## config.mk

```make
export PLATFORM = sky130hd
export DESIGN_NAME = adder_tree_seq_ctrl
export DESIGN_NICKNAME = d
export VERILOG_FILES = /design/src/rtl/adder_tree_seq_ctrl.sv
export SDC_FILE = /design/constraint.sdc
export NUM_CORES = 1
export LEC_CHECK = 0
export ABC_AREA = 0
export CORE_UTILIZATION = 45
export DETAILED_ROUTE_END_ITERATION = 6
export PLACE_DENSITY = 0.72
export RECOVER_POWER = 50
export SLEW_MARGIN = 20
export SYNTH_ARGS = -nofsm -noshare
export SYNTH_HDL_FRONTEND = slang
export SYNTH_SLANG_ARGS = --single-unit
```

## constraint.sdc

```tcl
create_clock -name clk_i -period 4.6 [get_ports clk_i]
set_input_delay 0.92 -clock clk_i [delete_from_list [all_inputs] [get_ports clk_i]]
set_output_delay 0.92 -clock clk_i [all_outputs]
set_load 0.02 [all_outputs]
```

## src/rtl/adder_tree_seq_ctrl.sv

```systemverilog
// Sequencer/accumulator around a free-running adder tree: tags windows, sums N passes, buffers results.
// Latency: window accept to res_valid_o is LATENCY+1 cycles for single-pass results.
// Backpressure: credit-based; last-of-result windows stall unless FIFO + in-flight results < DEPTH.
module adder_tree_seq_ctrl #(
    parameter int W       = 64,
    parameter int LATENCY = 6,
    parameter int DEPTH   = 8,
    parameter int PASS_W  = 8
) (
    input  logic              clk_i,
    input  logic              rst_ni,
    input  logic [PASS_W-1:0] cfg_passes_i,
    input  logic              win_valid_i,
    output logic              win_ready_o,
    input  logic [W-1:0]      tree_sum_i,
    output logic              res_valid_o,
    input  logic              res_ready_i,
    output logic [W-1:0]      res_data_o,
    output logic              busy_o
);

    localparam int PTR_W = (DEPTH > 1) ? $clog2(DEPTH) : 1;
    localparam int CNT_W = $clog2(DEPTH + LATENCY + 1);

    typedef struct packed {
        logic first;
        logic last;
        logic vld;
    } tag_t;

    tag_t              pipe_q [LATENCY];
    tag_t              exit_tag;
    logic [PASS_W-1:0] in_cnt_q;
    logic [PASS_W-1:0] passes_q;
    logic [PASS_W-1:0] passes_eff;
    logic              first_next;
    logic              last_next;
    logic              accept;
    logic [W-1:0]      acc_q;
    logic [W-1:0]      acc_next;
    logic [W-1:0]      mem_q [DEPTH];
    logic [PTR_W-1:0]  wr_ptr_q;
    logic [PTR_W-1:0]  rd_ptr_q;
    logic [CNT_W-1:0]  fifo_cnt_q;
    logic [CNT_W-1:0]  lq;
    logic              pipe_any;
    logic              push;
    logic              pop;

    // The cfg value is only consulted at the first pass; later passes use the latched count.
    always_comb begin
        first_next = (in_cnt_q == '0);
        passes_eff = passes_q;
        if (first_next) begin
            passes_eff = (cfg_passes_i == '0) ? PASS_W'(1) : cfg_passes_i;
        end
        last_next = (in_cnt_q == passes_eff - PASS_W'(1));
    end

    // Every last-tagged entry in the pipe holds a future FIFO slot.
    always_comb begin
        lq       = '0;
        pipe_any = 1'b0;
        for (int i = 0; i < LATENCY; i++) begin
            lq       = lq + CNT_W'(pipe_q[i].last);
            pipe_any = pipe_any | pipe_q[i].vld;
        end
    end

    assign win_ready_o = !last_next || ((fifo_cnt_q + lq) < CNT_W'(DEPTH));
    assign accept      = win_valid_i & win_ready_o;
    assign exit_tag    = pipe_q[LATENCY-1];
    assign acc_next    = exit_tag.first ? tree_sum_i : (acc_q + tree_sum_i);
    assign push        = exit_tag.vld & exit_tag.last;
    assign res_valid_o = (fifo_cnt_q != '0);
    assign res_data_o  = mem_q[rd_ptr_q];
    assign pop         = res_valid_o & res_ready_i;
    assign busy_o      = pipe_any | (in_cnt_q != '0) | (fifo_cnt_q != '0);

    // The tag pipe mirrors the tree's stages so its exit lines up with tree_sum_i.
    always_ff @(posedge clk_i or negedge rst_ni) begin
        if (!rst_ni) begin
            for (int i = 0; i < LATENCY; i++) begin
                pipe_q[i] <= '0;
            end
        end else begin
            pipe_q[0].vld   <= accept;
            pipe_q[0].first <= accept & first_next;
            pipe_q[0].last  <= accept & last_next;
            for (int i = 1; i < LATENCY; i++) begin
                pipe_q[i] <= pipe_q[i-1];
            end
        end
    end

    always_ff @(posedge clk_i or negedge rst_ni) begin
        if (!rst_ni) begin
            in_cnt_q <= '0;
            passes_q <= '0;
        end else if (accept) begin
            if (first_next) begin
                passes_q <= passes_eff;
            end
            in_cnt_q <= last_next ? '0 : (in_cnt_q + PASS_W'(1));
        end
    end

    always_ff @(posedge clk_i or negedge rst_ni) begin
        if (!rst_ni) begin
            acc_q <= '0;
        end else if (exit_tag.vld) begin
            acc_q <= acc_next;
        end
    end

    always_ff @(posedge clk_i or negedge rst_ni) begin
        if (!rst_ni) begin
            for (int i = 0; i < DEPTH; i++) begin
                mem_q[i] <= '0;
            end
            wr_ptr_q   <= '0;
            rd_ptr_q   <= '0;
            fifo_cnt_q <= '0;
        end else begin
            if (push) begin
                assert (fifo_cnt_q < CNT_W'(DEPTH));
                mem_q[wr_ptr_q] <= acc_next;
                wr_ptr_q <= (wr_ptr_q == PTR_W'(DEPTH-1)) ? '0 : (wr_ptr_q + PTR_W'(1));
            end
            if (pop) begin
                rd_ptr_q <= (rd_ptr_q == PTR_W'(DEPTH-1)) ? '0 : (rd_ptr_q + PTR_W'(1));
            end
            case ({push, pop})
                2'b10:   fifo_cnt_q <= fifo_cnt_q + CNT_W'(1);
                2'b01:   fifo_cnt_q <= fifo_cnt_q - CNT_W'(1);
                default: fifo_cnt_q <= fifo_cnt_q;
            endcase
        end
    end

endmodule

```

Word-level counts from Yosys, hierarchy flattened --
Cells that the tools add are included.
Storage, ports and cells: input port bits 76, word-level logic and storage cells 90, output and inout port bits 67, register bits after elaboration 620
Operators by class: reduce and logical (&&, ||, !) cells 9, eq/ne operators 5, multiplexer cells 13, bitwise gates (word level) 14, $lt $le $gt $ge 4, add/sub/neg operators 13
Operators with widths (number):
- $bwmux 512 | 1
- $mux 64 | 4
- $bmux 64 s3 | 1
- $demux 64 s3 | 1
- $add 64x64->64 | 1
- $mux 8 | 3
- $logic_not 8->1 | 2
- $add 4x1->4 | 2
- $add 8x1->8 const B | 1
- $eq 8x8->1 | 1
- $ge 4x4->1 const B | 2
- $not 3->4 | 2
- $pmux 4 s2 | 1
- $reduce_bool 8->1 | 1
- $sub 8x1->8 const B | 1
- $or 1x1->1 | 7
- $add 3x1->3 const B | 2
- $eq 3x3->1 const B | 2
- $mux 3 | 2
- $and 1x1->1 | 5
- $add 3x1->4 | 1
- $add 4x1->4 const B | 1
- $add 4x4->4 | 1
- $lt 4x1->1 const B | 1
- 12 further kinds | 12

Longest topological paths before layout --
depth in word-level cells 10, gate-level depth with buffers 14, mapped depth without buffers 13

Worst setup path after synthesis --
No wires, ideal clock.
path type reg-to-output, from register in_cnt_q[0], to output win_ready_o, stages on the path, launching flop included 12, setup slack 0.626 ns, arrival time 3.054 ns, required time 3.680 ns, buffers on the path 0, cells stage by stage dfrtp_1 -> inv_1 -> ha_1 -> or3b_2 -> nor2_8 -> mux2i_1 -> ha_1 -> nor3b_1 -> xnor2_1 -> nand3_1 -> or4_4 -> or2_4
Between the ends: longest elaborated chain between the ends 6
RTL lines:
- start, declared | RTL line 33 | logic [PASS_W-1:0] in_cnt_q;
- start signal, assigned | RTL line 104 | in_cnt_q <= last_next ? '0 : (in_cnt_q + PASS_W'(1));
- $logic_not 8->1 | RTL line 52 | first_next = (in_cnt_q == '0);
- $mux 8 | RTL line 54 | if (first_next) begin
- $sub 8x1->8 | RTL line 57 | last_next = (in_cnt_q == passes_eff - PASS_W'(1));
- $eq 8x8->1 * | RTL line 57
- $logic_not 1->1 * | RTL line 70 | assign win_ready_o = !last_next || ((fifo_cnt_q + lq) < CNT_W'(DEPTH));
- $logic_or 1x1->1 * | RTL line 70
- end, declared | RTL line 14 | output logic win_ready_o,
Every way passes the cells marked *; elsewhere a longest branch is shown, timed or not.

Worst setup path after layout --
from input cfg_passes_i[4], to output win_ready_o
Between the ends: longest elaborated chain between the ends 7
RTL lines:
- start, declared | RTL line 12 | input logic [PASS_W-1:0] cfg_passes_i,
- $logic_not 8->1 | RTL line 55 | passes_eff = (cfg_passes_i == '0) ? PASS_W'(1) : cfg_passes_i;
- $mux 8 * | RTL line 55
- $mux 8 * | RTL line 54
- $sub 8x1->8 * | RTL line 57
- $eq 8x8->1 * | RTL line 57
- $logic_not 1->1 * | RTL line 70
- $logic_or 1x1->1 * | RTL line 70
Marks and branches as above.

==> metrics.md <==
| Metric | Value |
|---|---|
| CP Launch Type | input pin |
| Die height | 265 µm |
| Core box area | about 0.069 mm² |
| HPWL Detailed | 51500 µm |
| Ys async rst share | 1.00 |
| Cells after synthesis | 3041 |
| PwrDens | 606 mW/mm² |
| Largest net degree at the start of global routing | 114 |
| Layout cell share with drive strength beyond 1 | 0.160 |
| Min Clock Period, post-route | 4.50 ns |
| Maximum fanout along the worst path | 3 |
| Clock transition at path regs | 0.05 ns |
| Vias in the first global route | ~24000 |
| Logic gate share of total power | 0.432 |
| Finished Layout Cells | 4161 |
| HP Class | reg2reg |
| Gr usage total | 0.230 |
| Commonest non-fill, non-tap cells in the layout | 616 x dfrtp_1, 596 x nand2_1, 522 x o21ai_0, 172 x a21oi_1, 145 x nor2_1 |
| Ys flop type | dfrtp_1 |
| Maximum capacitance violations | 2 |
| P_sw | between 8000 and 9000 µW |
| Failing checks | capacitance limit, slew limit |
| DR DRC count | 0 |
| Number of synthesized flops with an enable pin | 0 |
| Synth warnings | 0 |
| Worst setup path endpoint | win_ready_o |
| Num CTS Buffers | 68 |
| Crit end category | output pin |
| Synthesis-stage register bit count | 620 |
| Clock skew | between 0.015 and 0.02 ns |
| R2R Path End | mem_q[376] |
| Flop pwr share | 0.320 |
| First-pass GRT wire length | 128000 µm |
| Int Pwr | 13500 µW |
| Total grt overflow | 0 |
| Initial antenna violation count | 8 |
| Rel. slew slack | -0.968 |
| R2R depth | 3 |
| Total die area | 0.0703 mm² |
| Port Buffers | ~140 |
| Fillers | 6006 |
| FP Rows | 96 |
| Post-DRT Antenna Nets | 0 |
| Worst Path Arrival | about 3.6 ns |
| Die X | roughly 270 µm |
| Clk buf depth | 3 |
| Fmax | 222 MHz |
| Cell Area, Synth | slightly above 0.03 mm² |
| Status | complete, but fails checks |
| Number of vias per cell | 5.60 |
| Finished Core Util | 0.530 |
| Initial core utilization | 0.454 |
| Clock power share | 0.249 |
| Fin Hold WS | between 0.3 and 0.4 ns |
| Fin. max-slew vios | 162 |
| Leakage dissipation | 0.0162 µW |
| CTS sink count | 620 |
| Final nets | about 3300 |
| Multi-input gate area | 0.0148 mm² |
| Setup violations, final | 0 |
| Placed cells | 4033 |
| R2R Path Start | exit_tag[2] |
| WL final | 79500 µm |
| Vias post-DR | 23300 |
| Critical path class | in2out |
| Commonest non-fill, non-tap cell in the layout | dfrtp_1 |
| Setup repair after global routing missed its margin | yes |
| Mapped Nets | 3198 |
| CP required | 3.68 ns |
| Fin crit share | 0.978 |
| R2R Setup Slk | around 0.48 ns |
| Routed WL per cell | 19.1 µm |
| Critical Path Source | cfg_passes_i[4] |
| Drt initial violations | 1857 |
| Final hold vios | 0 |
| Least-Margin Pin Slew | 2.95 ns |
| Layout area overhead | 16.8% |
| Sequential area share after synthesis | 0.498 |
| Root Buffer | clkbuf_16 |
| DRT Pass-1 Iters | 5 |
| I/O pins | 143 |
| Mean Syn Cell Area | slightly above 10 µm² |
| Synth unique cells | 83 |
| Register area | ~0.016 mm² |
| CTS tree | yes |
| Sw frac | 0.387 |
| Max IR drop VDD | 0.000291 V |
| GPL Wtd Cong | 0.897 |
| Clock Latency Late Sink | 0.61 ns |
| H-tree depth | 3 |
power groups by stage:
stage	Sequential, µW	Clock, µW	Combinational (µW)
global placement	7090	0	9320
floorplan	6760	0	6460
global route	7160	5800	10400
finish	7050	5480	9510
detailed placement	7120	0	9450
CTS	7040	5570	9510
layer usage:
layer  GRT usage  share of wire  vias to the layer above
met1       0.311           0.44                    11500
li1            -              -                    11100
met5           0        0.00070                        -
met3      0.0451          0.063                      135
met2       0.375           0.47                      587
met4      0.0681          0.023                       10
state kept, by name, indices dropped and copies added (netlist names):
signal and cells:
passes_q 8, in_cnt_q 8, fifo_cnt_q 4, rd_ptr_q 3, wr_ptr_q 3, pipe_q 15, acc_q 64, exit_tag 3
mem_q 512
critical path, stage by stage:
cell,delay [ns]
clkdlybuf4s50_1,0.49
nor4_4,0.34
a21o_1,0.20
mux2i_2,0.10
buf_4,0.14
buf_4,0.13
nand2_1,0.10
xnor2_1,0.13
nand3_1,0.09
or4_4,0.54
or2_4,0.27
buf_6,0.13
metrics by stage:
stage	total power [µW]	area [µm²]	worst slack, ns	setup TNS (ns)
2_1_floorplan	13200	31200	0.626	0
3_3_place_gp	16400	34100	-0.231	-0.231
3_5_place_dp	16600	34100	-0.240	-0.602
4_1_cts	22100	36400	0.0118	0
5_1_grt	23400	36400	-0.0420	-0.0420
6_report	22000	36400	0.102	0
kinds of logic after synthesis:
family,Yosys count,share of synthesized area
AO/OA/AOI/OAI,860,0.153
XOR/XNOR,65,0.0183
adder cells (fa/ha/maj),81,0.0335
buffers and inverters,239,0.0297
flip-flops,620,0.498
multiplexers,273,0.144
AND/OR/NAND/NOR,903,0.123
worst min path at each step:
stage / start / to / slack [ns] / cells past startpoint
finish: pipe_q[14] / pipe_q[11] / 0.35 / 0
global route: pipe_q[17] / pipe_q[14] / 0.36 / 0
CTS: pipe_q[14] / pipe_q[11] / 0.35 / 0
detailed placement: pipe_q[14] / pipe_q[11] / 0.33 / 0
global placement: pipe_q[17] / pipe_q[14] / 0.33 / 0
floorplan: pipe_q[5] / exit_tag[2] / 0.33 / 0
synthesized netlist by cell type (3+ instances only):
master,instances,share of area
a22o_1,5,0.0014
fa_1,4,0.0026
mux2_2,97,0.035
a21o_1,37,0.0089
ha_1,77,0.031
a21oi_1,172,0.028
xor2_1,31,0.0087
buf_1,23,0.0028
and3_1,13,0.0026
mux4_2,128,0.093
o21ai_0,521,0.084
a211oi_1,8,0.0019
nor2b_1,10,0.0020
nand3b_1,3,0.00072
mux2_4,8,0.0039
nand3_1,21,0.0034
buf_2,3,0.00048
o21bai_1,14,0.0034
nand4_1,26,0.0052
nand2b_1,8,0.0016
nor2_1,145,0.017
nor3_1,27,0.0043
o31a_1,3,0.00084
a31o_2,3,0.00084
xnor2_1,34,0.0096
o21a_1,12,0.0029
o21ai_1,26,0.0042
clkbuf_1,175,0.021
dfrtp_1,620,0.50
or2_2,4,0.00080
o211ai_1,12,0.0029
o22ai_1,3,0.00060
mux2i_1,40,0.013
nor4b_1,3,0.00084
nor3b_1,6,0.0014
a31oi_1,10,0.0020
or3_1,10,0.0020
nor4_1,4,0.00080
inv_1,33,0.0040
a41oi_1,4,0.0011
nand2_1,602,0.073
what timing repair did:
| item | in CTS | in global routing |
|---|---|---|
| endpoints found under the setup margin | 1 | 1 |
| pin swaps | 1 | 7 |
| cloned | 0 | 0 |
| resized for setup | 6 | 12 |
| setup buffers | 1 | 4 |
| hold buffers | 0 | 0 |
layout make-up:
| type | count | area share |
|---|---|---|
| clock inverters | 21 | 0.00568 |
| inverters | 33 | 0.00341 |
| diodes | 4 | 0.000275 |
| clock buffers | 98 | 0.0561 |
| multi-input cells | 2182 | 0.408 |
| flip-flops and latches | 620 | 0.427 |
| well taps | 931 | 0.0320 |
| repair buffers | 272 | 0.0677 |
No activity file was read; power rests on OpenSTA's default activity.
